[config.mk]
export PLATFORM = sky130hd
export DESIGN_NAME = fetch_ctrl_flat
export DESIGN_NICKNAME = d
export VERILOG_FILES = /design/src/rtl/core_pkg.sv /design/src/rtl/fetch_ctrl_if.sv /design/src/rtl/fetch_ctrl.sv /design/src/flat_wrapper.sv
export SDC_FILE = /design/constraint.sdc
export NUM_CORES = 1
export LEC_CHECK = 0
export BUFFER_PORTS_ARGS = -buffer_cell sky130_fd_sc_hd__clkbuf_2
export CAP_MARGIN = 5
export CORE_UTILIZATION = 55
export DETAILED_ROUTE_END_ITERATION = 7
export PLACE_DENSITY = 0.81
export RECOVER_POWER = 50
export SYNTH_ARGS = -nofsm -noshare
export SYNTH_HDL_FRONTEND = slang
export SYNTH_SLANG_ARGS = --single-unit
export TNS_END_PERCENT = 30
[constraint.sdc]
create_clock -name clk -period 3.5 [get_ports clk]
set_input_delay 0.175 -clock clk [delete_from_list [all_inputs] [get_ports clk]]
set_output_delay 0.175 -clock clk [all_outputs]
set_load 0.02 [all_outputs]
[src/rtl/core_pkg.sv]
// Shared definitions for the fetch stage: data width, reset instruction and
// the fetch sequencer state encoding.
package core_pkg;

    localparam int XLEN = 32;

    // Canonical RISC-V NOP (addi x0, x0, 0); a harmless value for an empty buffer.
    localparam logic [31:0] INSTR_NOP = 32'h0000_0013;

    typedef enum logic [1:0] {
        FETCH_IDLE = 2'd0,
        FETCH_REQ  = 2'd1,
        FETCH_HOLD = 2'd2,
        FETCH_ERR  = 2'd3
    } fetch_state_e;

endpackage

[src/rtl/fetch_ctrl_if.sv]
// Instruction-memory request/ack bus between the fetch sequencer (master)
// and instruction memory (slave).
interface fetch_ctrl_if #(
    parameter int XLEN = core_pkg::XLEN
) ();

    logic            mem_req;
    logic [XLEN-1:0] mem_addr;
    logic            mem_ack;
    logic [XLEN-1:0] mem_rdata;

    modport master (
        output mem_req,
        output mem_addr,
        input  mem_ack,
        input  mem_rdata
    );

    modport slave (
        input  mem_req,
        input  mem_addr,
        output mem_ack,
        output mem_rdata
    );

endinterface

[src/rtl/fetch_ctrl.sv]
// Fetch-stage sequencer: issues instruction-memory requests, hands returned
// instructions to fetch, holds them across decode stalls and handles redirects.
module fetch_ctrl #(
    parameter int XLEN    = core_pkg::XLEN,
    parameter int TIMEOUT = 255,
    parameter int CNT_W   = 8
) (
    input  logic            clk,
    input  logic            i_reset,
    input  logic [XLEN-1:0] i_pc,
    input  logic            i_branch_taken,
    input  logic [XLEN-1:0] i_branch_target,
    output logic            o_req_instr,
    output logic [XLEN-1:0] o_instr_data,
    fetch_ctrl_if.master    mem,
    output logic            o_dec_valid,
    input  logic            i_dec_ready,
    output logic            o_fetch_err
);

    import core_pkg::*;

    fetch_state_e    state_q, state_d;
    logic [XLEN-1:0] mem_addr_q, mem_addr_d;
    logic [XLEN-1:0] redir_q, redir_d;
    logic [XLEN-1:0] buf_q, buf_d;
    logic            drop_q, drop_d;
    logic            dec_valid_q, dec_valid_d;
    logic            err_q, err_d;
    logic [CNT_W-1:0] cnt_q, cnt_d;

    logic            slot_free;
    logic            timeout_hit;
    logic [CNT_W-1:0] cnt_inc;
    logic            req_instr;
    logic            mem_req;
    logic [XLEN-1:0] instr_data;

    assign slot_free   = !dec_valid_q || i_dec_ready;
    assign cnt_inc     = cnt_q + CNT_W'(1);
    // Fires on the TIMEOUT-th consecutive REQ cycle without an ack.
    assign timeout_hit = (TIMEOUT != 0) && (cnt_inc == CNT_W'(TIMEOUT));

    always_ff @(posedge clk or posedge i_reset) begin
        if (i_reset) begin
            state_q     <= FETCH_IDLE;
            mem_addr_q  <= '0;
            redir_q     <= '0;
            buf_q       <= XLEN'(INSTR_NOP);
            drop_q      <= 1'b0;
            dec_valid_q <= 1'b0;
            err_q       <= 1'b0;
            cnt_q       <= '0;
        end else begin
            state_q     <= state_d;
            mem_addr_q  <= mem_addr_d;
            redir_q     <= redir_d;
            buf_q       <= buf_d;
            drop_q      <= drop_d;
            dec_valid_q <= dec_valid_d;
            err_q       <= err_d;
            cnt_q       <= cnt_d;
        end
    end

    always_comb begin
        state_d    = state_q;
        mem_addr_d = mem_addr_q;
        redir_d    = redir_q;
        buf_d      = buf_q;
        drop_d     = drop_q;
        err_d      = err_q;
        cnt_d      = cnt_q;
        req_instr  = 1'b0;
        mem_req    = 1'b0;
        instr_data = mem.mem_rdata;

        case (state_q)
            FETCH_IDLE: begin
                state_d    = FETCH_REQ;
                mem_addr_d = i_branch_taken ? i_branch_target : i_pc;
                cnt_d      = '0;
            end

            FETCH_REQ: begin
                mem_req = 1'b1;
                if (mem.mem_ack) begin
                    cnt_d = '0;
                    if (drop_q) begin
                        // Stale response to a cancelled fetch: re-issue at the redirect.
                        drop_d     = 1'b0;
                        mem_addr_d = i_branch_taken ? i_branch_target : redir_q;
                    end else if (i_branch_taken) begin
                        mem_addr_d = i_branch_target;
                    end else if (slot_free) begin
                        req_instr  = 1'b1;
                        mem_addr_d = mem_addr_q + XLEN'(4);
                    end else begin
                        buf_d   = mem.mem_rdata;
                        state_d = FETCH_HOLD;
                    end
                end else if (timeout_hit) begin
                    err_d   = 1'b1;
                    drop_d  = 1'b0;
                    cnt_d   = '0;
                    state_d = FETCH_ERR;
                end else begin
                    cnt_d = cnt_inc;
                    if (i_branch_taken) begin
                        // Address must stay stable until the outstanding ack arrives.
                        drop_d  = 1'b1;
                        redir_d = i_branch_target;
                    end
                end
            end

            FETCH_HOLD: begin
                instr_data = buf_q;
                cnt_d      = '0;
                if (i_branch_taken) begin
                    mem_addr_d = i_branch_target;
                    state_d    = FETCH_REQ;
                end else if (slot_free) begin
                    req_instr  = 1'b1;
                    mem_addr_d = i_pc + XLEN'(4);
                    state_d    = FETCH_REQ;
                end
            end

            FETCH_ERR: begin
                cnt_d = '0;
            end

            default: begin
                state_d = FETCH_IDLE;
            end
        endcase
    end

    always_comb begin
        dec_valid_d = dec_valid_q;
        if (i_branch_taken) begin
            dec_valid_d = 1'b0;
        end else if (req_instr) begin
            dec_valid_d = 1'b1;
        end else if (dec_valid_q && i_dec_ready) begin
            dec_valid_d = 1'b0;
        end
    end

    assign o_req_instr  = req_instr;
    assign o_instr_data = instr_data;
    assign o_dec_valid  = dec_valid_q;
    assign o_fetch_err  = err_q;
    assign mem.mem_req  = mem_req;
    assign mem.mem_addr = mem_addr_q;

endmodule
[src/flat_wrapper.sv]
// flat-port wrapper written by rule: the top's interface ports become plain ports
module fetch_ctrl_flat import core_pkg::*;
#(
    parameter int XLEN    = core_pkg::XLEN,
    parameter int TIMEOUT = 255,
    parameter int CNT_W   = 8
)
  (clk, i_reset, i_pc, i_branch_taken, i_branch_target, o_req_instr, o_instr_data, o_dec_valid, i_dec_ready, o_fetch_err, mem_mem_req, mem_mem_addr, mem_mem_ack, mem_mem_rdata);
  fetch_ctrl_if #(.XLEN(XLEN)) mem_i ();
  input  logic clk;
  input  logic i_reset;
  input  logic [XLEN-1:0] i_pc;
  input  logic i_branch_taken;
  input  logic [XLEN-1:0] i_branch_target;
  output logic o_req_instr;
  output logic [XLEN-1:0] o_instr_data;
  output logic o_dec_valid;
  input  logic i_dec_ready;
  output logic o_fetch_err;
  output wire logic [$bits(mem_i.mem_req)-1:0] mem_mem_req;
  output wire logic [$bits(mem_i.mem_addr)-1:0] mem_mem_addr;
  input wire logic [$bits(mem_i.mem_ack)-1:0] mem_mem_ack;
  input wire logic [$bits(mem_i.mem_rdata)-1:0] mem_mem_rdata;
  assign mem_mem_req = mem_i.mem_req;
  assign mem_mem_addr = mem_i.mem_addr;
  assign mem_i.mem_ack = mem_mem_ack;
  assign mem_i.mem_rdata = mem_mem_rdata;
  fetch_ctrl #(.XLEN(XLEN), .TIMEOUT(TIMEOUT), .CNT_W(CNT_W)) u_core (.clk(clk), .i_reset(i_reset), .i_pc(i_pc), .i_branch_taken(i_branch_taken), .i_branch_target(i_branch_target), .o_req_instr(o_req_instr), .o_instr_data(o_instr_data), .mem(mem_i), .o_dec_valid(o_dec_valid), .i_dec_ready(i_dec_ready), .o_fetch_err(o_fetch_err));
endmodule
==> impl.org <==
** Outcome
- Status :: finished with violations
- The checks that failed: max-capacitance violations, max-slew violations.

** Critical path
- Worst endpoint data arrival time :: between 2 and 3 ns
- STA classifies the critical path endpoint as a register.
- Worst setup slack for register-to-register paths :: ~0.80 ns
- Largest stage delay on the critical path :: 0.48 ns
- The critical path contains buffers and inverters numbering 2 combined.
- R2R cell count :: 9
- Max stage delay cell, worst path :: sky130_fd_sc_hd__ha_2
- CP top delay family :: simple AND/OR/NAND/NOR gates
- STA classifies the critical path startpoint as a register.
- Cell breakdown of the critical path :: inv_1 -> ha_2 -> nand2b_1 -> nor2_2 -> buf_4 -> nor2_1 -> o22ai_1 -> o21a_1 -> a221o_1
- Type of the worst setup path :: reg -> reg
- Worst R2R Start :: u_core.state_q[0]
- Of all nets on the critical path, the largest fanout is 18.
- The worst register-to-register path ends at u_core.mem.mem_addr[18].
- Critical path required time :: between 3 and 4 ns

** Yosys
- For this run, asynchronously set or reset flops after synthesis account for 100%.
- Counting flops with a built-in enable in the synthesized netlist gives 0.
- Counting distinct cell types in the post-synthesis netlist gives between 60 and 70.
- Counting flops and latches in the post-synthesis netlist gives about 110.
- A synthesized cell averages slightly above 9 um^2.
- Number of cells produced by synthesis :: about 770
- After synthesis the cells add up to a little over 0.007 mm^2.
- Counting every net in the synthesized netlist gives 882.
- For this run, the register share of the synthesized area comes to a little under two fifths.
- Synthesis Warnings :: 0
- Prevailing post-synth register cell :: sky130_fd_sc_hd__dfrtp_1

** Drt
- The detail route stage leaves a number of antenna-violating nets equal to 0.
- For this run, design rule violations remaining after detail routing come to 0.
- Drt wl/cell :: 19.1 um
- Initial DRC Count :: about 860
- Via count :: about 7k
- After detailed routing, the total wire length is 21.0 mm.
- Dividing the detail-routed via count by the number of cells gives 6.23.
- The first detailed-routing pass took 6 iterations.

** Timing
- Setup repair after global routing left no endpoint under its margin.
- Setup_tns :: 0 ns
- Share of the clock period used by the worst path :: around 77%
- The number of failing hold endpoints at the final stage came to 0.
- Based on the critical path, the design can be clocked at up to roughly 0.37 GHz.
- Across the routed clock network, the largest skew measured is 0.0171 ns.
- Subtracting the final worst setup slack from the clock period gives 2.70 ns.
- At the pin with the least slew margin, the transition time is 2.21 ns.
- Slew headroom :: -47.0%
- The total count of max-transition violations in the final report came to 58.
- Count of endpoints failing setup in the final report :: 0

** Clocking
- Number of buffers inserted by post-CTS setup repair :: 0
- In this run, post-CTS repair resized a total of 0 instances.
- Clock tree synthesis selected as its root buffer the cell sky130_fd_sc_hd__clkbuf_16.
- Num CTS Buffers :: 9
- After clock tree synthesis, the clock-pin slew on the worst setup and hold paths is about 0.08 ns.
- The longest clock path from root to sink contains 2 buffers.
- TritonCTS built the clock tree.
- Clock insertion delay at the later pin of the skew report :: between 0.3 and 0.4 ns
- Buffers inserted to repair hold after CTS numbered 1.
- Total clock sinks :: around 110
- The H-tree generated during clock tree synthesis spans 3 levels.

** Pwr
- IR analysis of the VDD net gives a maximum drop of about 420 uV.
- Power spread over the standard cell area amounts to slightly below 800 mW/mm^2.
- Summing internal, switching and leakage power gives 6.64 mW.
- Static Leakage :: ~3.6 nW

** Place
- Including well taps, the total number of placed cells is 1082.
- The HPWL after detailed placement is approximately 15 mm.
- In this run the tool buffered the top-level ports with approximately 170 buffer cells.
- The congestion estimate from routability-driven global placement came to between 1 and 1.5.

** Floorplan
- The die covers 0.0135 mm^2.
- After floorplanning, the core was divided into approximately 40 placement rows.
- Ports :: approximately 170
- Starting density of the core :: roughly 57%
- Core area :: 0.0127 mm^2
- Die height :: 116 um
- X dimension of the die :: approximately 120 um

** Global routing
- Entering global routing, the biggest net connects between 50 and 60 pins.
- Global-route wire length before repair :: around 34 mm
- Initial antenna violation count :: 0
- Global routing usage summed across all routing layers :: roughly a third
- Summed over all layers, the global routing overflow is 0.
- Vias in the first global route :: approximately 6.5k

** Job
- The tool flagged a number of max-cap violations equal to 1.

** Final layout
- Number of non-filler instances in the completed layout :: 1099
- After filler insertion, the fill cell instance count of the layout stands at ~1.1k.
- Relative to the synthesized area, the layout overhead comes to 18.2%.
- The number of antenna diodes in the final layout is 0.
- Total Nets Final :: 1030
- Ratio of cells with drive above 1 in the final layout :: between 20 and 30%
- Leaving out fill and tap cells, the most frequent cells in the layout are sky130_fd_sc_hd__clkbuf_2 (134), sky130_fd_sc_hd__dfrtp_1 (106), sky130_fd_sc_hd__mux2_2 (81).
- In the final layout, flip-flops and latches occupy roughly 0.0027 mm^2.
- In the final layout, the multi-input gates occupy 0.00417 mm^2.
- Most common library cell in the layout ignoring fill and taps :: sky130_fd_sc_hd__clkbuf_2

** Hold path
- Hold Path Class :: in -> reg
- Along the worst hold path, the cell count comes to 2.
- In this run the most critical hold path is launched from i_branch_target[8].
- For hold timing, the worst endpoint is u_core.redir_q[8].
## worst reg2reg max path, stage by stage, from the launching register on
cell	delay (ns)
sky130_fd_sc_hd__dfrtp_1	0.39
sky130_fd_sc_hd__inv_1	0.07
sky130_fd_sc_hd__ha_2	0.48
sky130_fd_sc_hd__nand2b_1	0.32
sky130_fd_sc_hd__nor2_2	0.07
sky130_fd_sc_hd__buf_4	0.20
sky130_fd_sc_hd__nor2_1	0.39
sky130_fd_sc_hd__o22ai_1	0.20
sky130_fd_sc_hd__o21a_1	0.21
sky130_fd_sc_hd__a221o_1	0.25
## layer usage
metal	GRT usage [%]	up-vias	wire [um]
met5	0	-	0
li1	-	3153	-
met2	50.6	419	9600
met1	42.0	3231	8390
met4	11.8	0	553
met3	11.7	46	2470
## power breakdown
part           internal [mW]  switching (mW)  leakage [nW]  total [mW]
clock                  0.645           0.526         0.165        1.17
combinational           1.25            1.92          2.13        3.17
sequential              1.80           0.493          1.35        2.29
total                   3.70            2.94          3.64        6.64
## Yosys cell counts, types with 3 or more instances
cell / number / area share (%)
sky130_fd_sc_hd__dfrtp_1: 106 / 37
sky130_fd_sc_hd__mux2_2: 81 / 13
sky130_fd_sc_hd__nand2_1: 70 / 3.7
sky130_fd_sc_hd__o21ai_0: 61 / 4.2
sky130_fd_sc_hd__nor2_1: 45 / 2.4
sky130_fd_sc_hd__a21oi_1: 34 / 2.4
sky130_fd_sc_hd__clkbuf_1: 34 / 1.8
sky130_fd_sc_hd__nand3_1: 26 / 1.8
sky130_fd_sc_hd__xnor2_1: 23 / 2.8
sky130_fd_sc_hd__mux2_1: 20 / 3.1
sky130_fd_sc_hd__nand4_1: 18 / 1.6
sky130_fd_sc_hd__nand2b_1: 17 / 1.5
sky130_fd_sc_hd__inv_1: 15 / 0.78
sky130_fd_sc_hd__nor3_1: 14 / 0.97
sky130_fd_sc_hd__a31oi_1: 13 / 1.1
sky130_fd_sc_hd__o22ai_1: 13 / 1.1
sky130_fd_sc_hd__xor2_1: 13 / 1.6
sky130_fd_sc_hd__a22oi_1: 10 / 1.0
sky130_fd_sc_hd__nor4_1: 10 / 0.87
sky130_fd_sc_hd__o211ai_1: 10 / 1.0
sky130_fd_sc_hd__buf_2: 9 / 0.63
sky130_fd_sc_hd__nor2b_1: 9 / 0.78
sky130_fd_sc_hd__a221oi_1: 7 / 0.85
sky130_fd_sc_hd__and4_1: 7 / 0.85
sky130_fd_sc_hd__ha_1: 7 / 1.2
sky130_fd_sc_hd__mux2i_1: 7 / 0.97
sky130_fd_sc_hd__o21a_1: 7 / 0.73
sky130_fd_sc_hd__buf_1: 6 / 0.31
sky130_fd_sc_hd__or3_1: 6 / 0.52
sky130_fd_sc_hd__a211oi_1: 5 / 0.52
sky130_fd_sc_hd__and2_1: 5 / 0.44
sky130_fd_sc_hd__and3_1: 5 / 0.44
sky130_fd_sc_hd__o221ai_1: 5 / 0.61
sky130_fd_sc_hd__or2_2: 5 / 0.44
sky130_fd_sc_hd__a21o_1: 4 / 0.42
sky130_fd_sc_hd__a21boi_0: 3 / 0.31
sky130_fd_sc_hd__a221o_1: 3 / 0.42
sky130_fd_sc_hd__a311oi_1: 3 / 0.37
sky130_fd_sc_hd__a41oi_1: 3 / 0.37
sky130_fd_sc_hd__buf_6: 3 / 0.47
sky130_fd_sc_hd__dfstp_2: 3 / 1.1
sky130_fd_sc_hd__o31ai_1: 3 / 0.31
## per-stage QoR
step | setup slack, ns | utilization (%) | hold slack [ns] | area (um^2)
after floorplan | 0.456 | - | 0.307 | 7190
after global placement | 0.972 | 64.6 | 0.333 | 8190
after detailed placement | 0.832 | 64.6 | 0.343 | 8190
after CTS | 0.813 | 67.4 | 0.0276 | 8540
after global routing | 0.602 | 67.0 | 0.0319 | 8490
final | 0.798 | 67.0 | 0.0291 | 8490
## final cells by class
| cell class | count | share of cell area (%) |
|---|---|---|
| timing repair buffer | 190 | 11.5 |
| multi-input combinational | 597 | 49.1 |
| inverter | 15 | 0.663 |
| tap | 172 | 2.53 |
| clock buffer | 9 | 2.65 |
| clock inverter | 7 | 1.34 |
| sequential | 109 | 32.2 |
## flip-flops by register name, summed over array words and instances, names as in the netlist
name and cells:
u_core.buf_q 32, u_core.mem.mem_addr 32, u_core.redir_q 32, u_core.cnt_q 8, u_core.state_q 2, u_core.drop_q 1, u_core.o_dec_valid 1, u_core.o_fetch_err 1
## worst max-delay path by stage
stage                            from                 endpoint  slack (ns)  cells past startpoint
floorplan                     i_reset         u_core.buf_q[10]        0.46                      1
global route                  i_reset          u_core.buf_q[1]        0.60                      4
finish              u_core.state_q[0]  u_core.mem.mem_addr[18]        0.80                      9
CTS                 u_core.state_q[0]  u_core.mem.mem_addr[18]        0.81                      9
detailed placement  u_core.state_q[0]  u_core.mem.mem_addr[18]        0.83                      9
global placement    u_core.state_q[0]  u_core.mem.mem_addr[29]        0.97                      9
## kinds of logic after synthesis
kind of cell / count (synthesis) / synth area share, %
AOI/OAI and AO/OA: 196 / 17.5
DFF: 109 / 38.0
and+or+nand+nor: 250 / 18.0
buffers and inverters: 68 / 4.07
xor gates and xnor gates: 36 / 4.39
muxes: 108 / 16.8
adders and majority gates: 7 / 1.22
Note: power is estimated with default switching activity, not from simulation.
